<file path="config.mk">
export PLATFORM = sky130hd
export DESIGN_NAME = spi_diagnostics_flat
export DESIGN_NICKNAME = d
export VERILOG_FILES = /design/src/rtl/spi_diagnostics_if.sv /design/src/rtl/spi_diagnostics.sv /design/src/flat_wrapper.sv
export SDC_FILE = /design/constraint.sdc
export NUM_CORES = 1
export LEC_CHECK = 0
export CAP_MARGIN = 0
export CORE_ASPECT_RATIO = 0.9
export CORE_MARGIN = 2
export CORE_UTILIZATION = 36
export CTS_CLUSTER_DIAMETER = 60
export DETAILED_ROUTE_END_ITERATION = 8
export GPL_TIMING_DRIVEN = 0
export PLACE_DENSITY_LB_ADDON = 0.12
export SETUP_SLACK_MARGIN = 0.05
export SLEW_MARGIN = 20
export SYNTH_ARGS = -nofsm -noshare
export SYNTH_HDL_FRONTEND = slang
export SYNTH_SLANG_ARGS = --single-unit
</file>
<file path="constraint.sdc">
create_clock -name clk -period 7.3 [get_ports clk]
set_clock_uncertainty 0.2 [all_clocks]
set_input_delay 2.19 -clock clk [delete_from_list [all_inputs] [get_ports clk]]
set_output_delay 2.19 -clock clk [all_outputs]
set_load 0.01 [all_outputs]
</file>
<file path="src/rtl/spi_diagnostics_if.sv">
`default_nettype none
// ============================================================================
// Module      : spi_diagnostics_if
// Description : Bundles the SPI pins, the diagnostic side of the SRAM bus
//               and the VRAM read port used by spi_diagnostics.
//               master = the diagnostics controller, slave = its environment.
// Revision    : 1.0 - initial release
// ============================================================================
interface spi_diagnostics_if;
    logic        spi_cs_n;
    logic        spi_clk_in;
    logic        spi_mosi;
    logic        spi_out;
    logic [15:0] ram_address;
    logic [7:0]  ram_dataout;
    logic [7:0]  ram_datain;
    logic        ram_we;
    logic        ram_cs;
    logic [10:0] vram_read_address;
    logic [7:0]  vram_output;
    logic        vram_read_clock;

    modport master (
        input  spi_cs_n, spi_clk_in, spi_mosi, ram_dataout, vram_output,
        output spi_out, ram_address, ram_datain, ram_we, ram_cs,
               vram_read_address, vram_read_clock
    );

    modport slave (
        output spi_cs_n, spi_clk_in, spi_mosi, ram_dataout, vram_output,
        input  spi_out, ram_address, ram_datain, ram_we, ram_cs,
               vram_read_address, vram_read_clock
    );
endinterface
`default_nettype wire

</file>
<file path="src/rtl/spi_diagnostics.sv">
`default_nettype none
// ============================================================================
// Module      : spi_diagnostics
// Description : SPI-slave (mode 0, MSB first) diagnostics controller. Lets a
//               host halt/resume the CPU, read/write SRAM while halted, stream
//               VRAM and query/override the configuration index.
// Revision    : 1.0 - initial release
// ============================================================================
module spi_diagnostics #(
    parameter int SYNC_STAGES = 3
) (
    input  wire                clk,
    input  wire                reset,
    output logic               halt,
    input  wire  [3:0]         configuration,
    output logic [3:0]         config_byte,
    input  wire  [10:0]        vram_size,
    spi_diagnostics_if.master  bus
);

    localparam logic [2:0] ST_IDLE    = 3'd0;
    localparam logic [2:0] ST_ADDR_HI = 3'd1;
    localparam logic [2:0] ST_ADDR_LO = 3'd2;
    localparam logic [2:0] ST_STREAM  = 3'd3;
    localparam logic [2:0] ST_SETCFG  = 3'd4;
    localparam logic [2:0] ST_IGNORE  = 3'd5;

    localparam logic [1:0] ACC_NONE    = 2'd0;
    localparam logic [1:0] ACC_WAIT    = 2'd1;
    localparam logic [1:0] ACC_CAPTURE = 2'd2;

    localparam logic [7:0] OP_HALT   = 8'h01;
    localparam logic [7:0] OP_RUN    = 8'h02;
    localparam logic [7:0] OP_READ   = 8'h03;
    localparam logic [7:0] OP_WRITE  = 8'h04;
    localparam logic [7:0] OP_GETCFG = 8'h05;
    localparam logic [7:0] OP_SETCFG = 8'h06;
    localparam logic [7:0] OP_VREAD  = 8'h07;

    logic [SYNC_STAGES-1:0] cs_sync;
    logic [SYNC_STAGES-1:0] sclk_sync;
    logic [SYNC_STAGES-1:0] mosi_sync;
    logic                   sclk_prev;

    logic        cs_active;
    logic        sclk_rise;
    logic        sclk_fall;
    logic        byte_done;
    logic [7:0]  rx_byte;
    logic [15:0] full_addr;
    logic [15:0] addr_inc;
    logic [10:0] vram_start;
    logic [10:0] vram_inc;
    logic [10:0] vram_next;

    logic [2:0]  state;
    logic [1:0]  acc;
    logic [7:0]  cmd;
    logic [2:0]  bit_cnt;
    logic [6:0]  rx_shift;
    logic [7:0]  tx_shift;
    logic [15:0] addr;
    logic [15:0] ram_address;
    logic [7:0]  ram_datain;
    logic        ram_cs;
    logic        ram_we;
    logic [10:0] vram_addr;
    logic        override;
    logic [3:0]  override_val;

    // Bring the asynchronous SPI pins into the clk domain; CS idles deasserted
    always_ff @(posedge clk or negedge reset) begin
        if (!reset) begin
            cs_sync   <= '1;
            sclk_sync <= '0;
            mosi_sync <= '0;
            sclk_prev <= 1'b0;
        end else begin
            cs_sync   <= {cs_sync[SYNC_STAGES-2:0], bus.spi_cs_n};
            sclk_sync <= {sclk_sync[SYNC_STAGES-2:0], bus.spi_clk_in};
            mosi_sync <= {mosi_sync[SYNC_STAGES-2:0], bus.spi_mosi};
            sclk_prev <= sclk_sync[SYNC_STAGES-1];
        end
    end

    // Edge detection, received byte assembly and next-address arithmetic
    always_comb begin
        cs_active  = ~cs_sync[SYNC_STAGES-1];
        sclk_rise  = sclk_sync[SYNC_STAGES-1] & ~sclk_prev;
        sclk_fall  = ~sclk_sync[SYNC_STAGES-1] & sclk_prev;
        rx_byte    = {rx_shift, mosi_sync[SYNC_STAGES-1]};
        byte_done  = cs_active & sclk_rise & (bit_cnt == 3'd7);
        full_addr  = {addr[15:8], rx_byte};
        addr_inc   = addr + 16'd1;
        vram_start = (vram_size == 11'd0) ? 11'd0 : full_addr[10:0];
        vram_inc   = vram_addr + 11'd1;
        vram_next  = (vram_size == 11'd0 || vram_inc >= vram_size) ? 11'd0 : vram_inc;
    end

    // Command decoder, SPI shift registers and the SRAM/VRAM access sequencer.
    // A fetch holds ram_cs for two clocks and captures data on the second, so
    // the reply is preloaded well before the host starts the next byte.
    always_ff @(posedge clk or negedge reset) begin
        if (!reset) begin
            state        <= ST_IDLE;
            acc          <= ACC_NONE;
            cmd          <= 8'h00;
            bit_cnt      <= 3'd0;
            rx_shift     <= 7'd0;
            tx_shift     <= 8'h00;
            addr         <= 16'h0000;
            ram_address  <= 16'h0000;
            ram_datain   <= 8'h00;
            ram_cs       <= 1'b0;
            ram_we       <= 1'b0;
            vram_addr    <= 11'd0;
            halt         <= 1'b0;
            override     <= 1'b0;
            override_val <= 4'h0;
        end else if (!cs_active) begin
            // Deselect aborts any byte or command in progress
            state    <= ST_IDLE;
            acc      <= ACC_NONE;
            bit_cnt  <= 3'd0;
            tx_shift <= 8'h00;
            ram_cs   <= 1'b0;
            ram_we   <= 1'b0;
        end else begin
            ram_we <= 1'b0;
            if (acc == ACC_NONE) begin
                ram_cs <= 1'b0;
            end

            if (sclk_rise) begin
                rx_shift <= rx_byte[6:0];
                bit_cnt  <= bit_cnt + 3'd1;
            end else if (sclk_fall && bit_cnt != 3'd0) begin
                // The falling edge after bit 8 must not disturb the preloaded byte
                tx_shift <= {tx_shift[6:0], 1'b0};
            end

            case (acc)
                ACC_WAIT:    acc <= ACC_CAPTURE;
                ACC_CAPTURE: begin
                    acc      <= ACC_NONE;
                    ram_cs   <= 1'b0;
                    tx_shift <= (cmd == OP_VREAD) ? bus.vram_output : bus.ram_dataout;
                end
                default: ;
            endcase

            if (byte_done) begin
                tx_shift <= 8'h00;
                case (state)
                    ST_IDLE: begin
                        cmd   <= rx_byte;
                        state <= ST_IGNORE;
                        case (rx_byte)
                            OP_HALT:                     halt  <= 1'b1;
                            OP_RUN:                      halt  <= 1'b0;
                            OP_READ, OP_WRITE, OP_VREAD: state <= ST_ADDR_HI;
                            OP_GETCFG:                   tx_shift <= {4'h0, configuration};
                            OP_SETCFG:                   state <= ST_SETCFG;
                            default: ;
                        endcase
                    end
                    ST_ADDR_HI: begin
                        addr[15:8] <= rx_byte;
                        state      <= ST_ADDR_LO;
                    end
                    ST_ADDR_LO: begin
                        addr  <= full_addr;
                        state <= ST_STREAM;
                        if (cmd == OP_READ) begin
                            ram_address <= full_addr;
                            if (halt) begin
                                ram_cs <= 1'b1;
                                acc    <= ACC_WAIT;
                            end
                        end else if (cmd == OP_VREAD) begin
                            vram_addr <= vram_start;
                            acc       <= ACC_WAIT;
                        end
                    end
                    ST_STREAM: begin
                        if (cmd == OP_READ) begin
                            addr        <= addr_inc;
                            ram_address <= addr_inc;
                            if (halt) begin
                                ram_cs <= 1'b1;
                                acc    <= ACC_WAIT;
                            end
                        end else if (cmd == OP_WRITE) begin
                            ram_address <= addr;
                            ram_datain  <= rx_byte;
                            addr        <= addr_inc;
                            if (halt) begin
                                ram_cs <= 1'b1;
                                ram_we <= 1'b1;
                            end
                        end else begin
                            vram_addr <= vram_next;
                            acc       <= ACC_WAIT;
                        end
                    end
                    ST_SETCFG: begin
                        override_val <= rx_byte[3:0];
                        override     <= 1'b1;
                        state        <= ST_IGNORE;
                    end
                    default: ;
                endcase
            end
        end
    end

    assign bus.spi_out           = cs_active & tx_shift[7];
    assign bus.ram_address       = ram_address;
    assign bus.ram_datain        = ram_datain;
    assign bus.ram_cs            = ram_cs;
    assign bus.ram_we            = ram_we;
    assign bus.vram_read_address = vram_addr;
    assign bus.vram_read_clock   = clk;
    assign config_byte           = override ? override_val : configuration;

endmodule
`default_nettype wire

</file>
<file path="src/flat_wrapper.sv">
// flat-port wrapper written by rule: the top's interface ports become plain ports
module spi_diagnostics_flat 
#(
    parameter int SYNC_STAGES = 3
)
  (clk, reset, halt, configuration, config_byte, vram_size, bus_spi_cs_n, bus_spi_clk_in, bus_spi_mosi, bus_ram_dataout, bus_vram_output, bus_spi_out, bus_ram_address, bus_ram_datain, bus_ram_we, bus_ram_cs, bus_vram_read_address, bus_vram_read_clock);
  spi_diagnostics_if bus_i ();
  input  wire clk;
  input  wire reset;
  output logic halt;
  input  wire  [3:0] configuration;
  output logic [3:0] config_byte;
  input  wire  [10:0] vram_size;
  input wire logic [$bits(bus_i.spi_cs_n)-1:0] bus_spi_cs_n;
  input wire logic [$bits(bus_i.spi_clk_in)-1:0] bus_spi_clk_in;
  input wire logic [$bits(bus_i.spi_mosi)-1:0] bus_spi_mosi;
  input wire logic [$bits(bus_i.ram_dataout)-1:0] bus_ram_dataout;
  input wire logic [$bits(bus_i.vram_output)-1:0] bus_vram_output;
  output wire logic [$bits(bus_i.spi_out)-1:0] bus_spi_out;
  output wire logic [$bits(bus_i.ram_address)-1:0] bus_ram_address;
  output wire logic [$bits(bus_i.ram_datain)-1:0] bus_ram_datain;
  output wire logic [$bits(bus_i.ram_we)-1:0] bus_ram_we;
  output wire logic [$bits(bus_i.ram_cs)-1:0] bus_ram_cs;
  output wire logic [$bits(bus_i.vram_read_address)-1:0] bus_vram_read_address;
  output wire logic [$bits(bus_i.vram_read_clock)-1:0] bus_vram_read_clock;
  assign bus_i.spi_cs_n = bus_spi_cs_n;
  assign bus_i.spi_clk_in = bus_spi_clk_in;
  assign bus_i.spi_mosi = bus_spi_mosi;
  assign bus_i.ram_dataout = bus_ram_dataout;
  assign bus_i.vram_output = bus_vram_output;
  assign bus_spi_out = bus_i.spi_out;
  assign bus_ram_address = bus_i.ram_address;
  assign bus_ram_datain = bus_i.ram_datain;
  assign bus_ram_we = bus_i.ram_we;
  assign bus_ram_cs = bus_i.ram_cs;
  assign bus_vram_read_address = bus_i.vram_read_address;
  assign bus_vram_read_clock = bus_i.vram_read_clock;
  spi_diagnostics #(.SYNC_STAGES(SYNC_STAGES)) u_core (.clk(clk), .reset(reset), .halt(halt), .configuration(configuration), .config_byte(config_byte), .vram_size(vram_size), .bus(bus_i));
endmodule
</file>
==> reports/results.tsv <==
metric	value	unit
Slew @ Worst Pin	0.782	ns
RSZ-0062 raised after global routing	no	
final setup vio count	0	
DRC Markers	0	
boundary pin count	80	
Pwr Density	196	nW/µm²
Mapped Area	5500	µm²
CTS tree	built	
fraction of layout cells with a size suffix above 1	12.9	%
Cell variety after synth	70	
global-route wire length before repair	23400	µm
Worst Setup SP	clk	
Core Region	14800	µm²
Overall Global Routing Usage	18.4	%
fin util	46.9	%
Slew HR	46.5	%
Hold/Removal Path Class	flop to flop	
die width	134	µm
Reg2Reg Capture Point	u_core.bus.vram_read_address[2]$_DFFE_PN0P_	
largest net degree at the start of global routing	56	
WP data required	4.91	ns
most common cell after layout, fill and taps aside	dfrtp_1	
Slew Limit Fails	0	
drt total wl	14000	µm
area of the multi-input gates	2750	µm²
vias after detailed routing	4468	
Die Span Y	121	µm
maximum vdd ir drop	0.000149	V
Post-synth ARST share	100	%
setup_tns	0	ns
gpl congestion	0.869	
FF/Latch Area	2510	µm²
status	finished clean	
crit-path max cell delay	0.46	ns
sequential fraction of the synthesis area	45.6	%
CP max stage cell	clkdlybuf4s50_1	
Top cell by count, worst path	clkbuf_16	
critical path depth	4	
Lkg Pwr	3.11	nW
Layout area overhead	26.3	%
placed wire-length estimate	10100	µm
final net count	700	
std cell rows	42	
syn_nets	606	
Crit Path Category	clock port to output port	
largest area contributor in the netlist	dfrtp_1	
Worst Path Buf+Inv	4	
worst-path cell chain	clkbuf_16, clkbuf_16, buf_4, clkdlybuf4s50_1	
Syn. warnings	0	
grt total ovfl	0	
Area contributors post-synth	dfrtp_1, mux2_2, nand2_1, nor2_1, ha_1	
count of input and output buffers	79	
Antenna Violating Nets Remaining	0	
Clock Latency Late Sink	0.46	ns
antenna violations before repair	0	
clock slew at the register clock pins of the worst setup and hold paths	0.06	ns
max cap viols	0	
placed instance area	6570	µm²
vias in the first global route	4584	
reg2reg setup slack	3.80	ns
die area	16300	µm²
Crit Path Max Fanout	2	
drt via density	5.25	
DR iter-0 viols	275	
commonest cells after routing, fill and taps aside	dfrtp_1, clkdlybuf4s50_1, nand2_1	
CP endpoint	bus_vram_read_clock	
Yosys top cell area share	44.1	%
iteration count of the initial detailed-routing pass	4	
data arrival time of the worst path	4.47	ns
Post-synth EDFFs	0	
hold buffers post-CTS	0	
cell count after synthesis	554	
FF-to-FF Start	u_core.bus.vram_read_address[0]$_DFFE_PN0P_	
Yosys reg bits	100	
WL per Instance	16.4	µm
# fillers	1423	
design area	6950	µm²
# Post-CTS Setup Buffers	0	
ANT cells	0	
Syn Area/Cell	9.93	µm²
Largest delay share family, worst path	buffers and inverters	
starting density of the core	37.1	%
Synth Flop Type	dfrtp_1	
Worst R2R Path Depth	13	
Worst setup SP type	clock port	
final hold vios	0	
post-cts resize count	0	
Worst Setup End Kind	output port	
[stage by stage]
stage | power [mW] | hold slack (ns) | setup WS [ns] | cells
after floorplan | 0.703 | 0.131 | 1.14 | 554
after global placement | 0.794 | 0.135 | -0.0561 | 831
after detailed placement | 0.801 | 0.135 | 0.698 | 832
after CTS | 1.38 | 0.149 | 0.428 | 851
after global routing | 1.43 | 0.158 | 0.416 | 851
final | 1.36 | 0.148 | 0.437 | 851
[worst register-to-register path: stages (launching register included)]
cell	delay (ns)
dfrtp_1	0.44
ha_1	0.26
and3_1	0.22
nand3_1	0.23
nor2_1	0.20
xor2_1	0.23
ha_1	0.30
and4_1	0.20
or3_1	0.33
a211oi_2	0.18
o21a_1	0.17
buf_4	0.18
a32o_1	0.18
a22o_1	0.13
[cells by family (layout without fill, tap and decap cells)]
logic type,after synthesis,count (layout),share of synthesized area [%]
AO/OA/AOI/OAI,132,132,16.7
XOR/XNOR,25,25,3.98
adder cells (fa/ha/maj),16,16,3.64
buffers and inverters,52,151,4.37
flip-flops,100,100,45.6
multiplexers,47,47,9.35
AND/OR/NAND/NOR,182,182,16.4
[routing by layer]
layer	wire length, µm	track usage (%)	share of wire, %
met5	0	0	0
met4	131	5.07	0.94
met3	727	4.89	5.2
met2	6380	28.4	46
met1	6720	25.6	48
[area by class of cell]
class | instances | area share, %
Timing Repair Buffer | 79 | 11.7
Multi-Input combinational cell | 402 | 39.6
Tap cell | 198 | 3.57
Inverter | 21 | 1.13
Buffer | 31 | 2.32
Sequential cell | 100 | 36.1
Clock inverter | 4 | 0.685
Clock buffer | 16 | 4.92
[state kept, by name (all words and copies together), names as in the netlist]
name / cells
u_core.halt: 1
u_core.acc: 2
u_core.override_val: 4
u_core.cs_sync: 3
u_core.bus.ram_we: 1
u_core.state: 3
u_core.override: 1
u_core.tx_shift: 8
u_core.bit_cnt: 3
u_core.cmd: 8
u_core.rx_shift: 7
u_core.sclk_sync: 3
u_core.bus.ram_datain: 8
u_core.sclk_prev: 1
u_core.addr: 16
u_core.bus.ram_address: 16
u_core.bus.ram_cs: 1
u_core.bus.vram_read_address: 11
u_core.mosi_sync: 3
[power by group]
group | total (mW) | leakage [nW] | switching, mW | internal, mW
sequential | 0.610 | 1.34 | 0.0362 | 0.573
combinational | 0.158 | 1.57 | 0.0878 | 0.0699
clock | 0.592 | 0.194 | 0.223 | 0.369
total | 1.36 | 3.11 | 0.347 | 1.01
[cell usage after synthesis, types with 3 or more instances]
cell type / n
nand4_1: 4
ha_1: 16
o21ai_0: 25
nand3_1: 18
o22ai_1: 5
o22a_1: 10
inv_1: 21
mux2_1: 3
nor2_1: 55
buf_4: 4
nor4_1: 3
a31oi_1: 11
and3_1: 8
nand2_1: 58
dfrtp_1: 97
buf_2: 10
nor2b_1: 6
a21o_1: 6
mux2i_1: 12
a21oi_1: 27
xnor2_1: 14
nor3_1: 7
dfstp_2: 3
nand2b_1: 3
a22o_1: 13
xor2_1: 11
o31ai_1: 8
and2_1: 3
clkbuf_1: 13
mux2_2: 32
[how the worst min path moves through the flow]
stage / start / to / slack, ns / depth (start not counted)
floorplan: u_core.mosi_sync[0]$_DFF_PN0_ / u_core.mosi_sync[1]$_DFF_PN0_ / 0.13 / 0
global placement: u_core.sclk_sync[0]$_DFF_PN0_ / u_core.sclk_sync[1]$_DFF_PN0_ / 0.13 / 0
detailed placement: u_core.sclk_sync[1]$_DFF_PN0_ / u_core.sclk_sync[2]$_DFF_PN0_ / 0.13 / 0
CTS: u_core.sclk_sync[1]$_DFF_PN0_ / u_core.sclk_sync[2]$_DFF_PN0_ / 0.15 / 0
global route: u_core.cs_sync[1]$_DFF_PN1_ / u_core.cs_sync[2]$_DFF_PN1_ / 0.16 / 0
finish: u_core.sclk_sync[1]$_DFF_PN0_ / u_core.sclk_sync[2]$_DFF_PN0_ / 0.15 / 0
(Power assumes the default switching activity.)
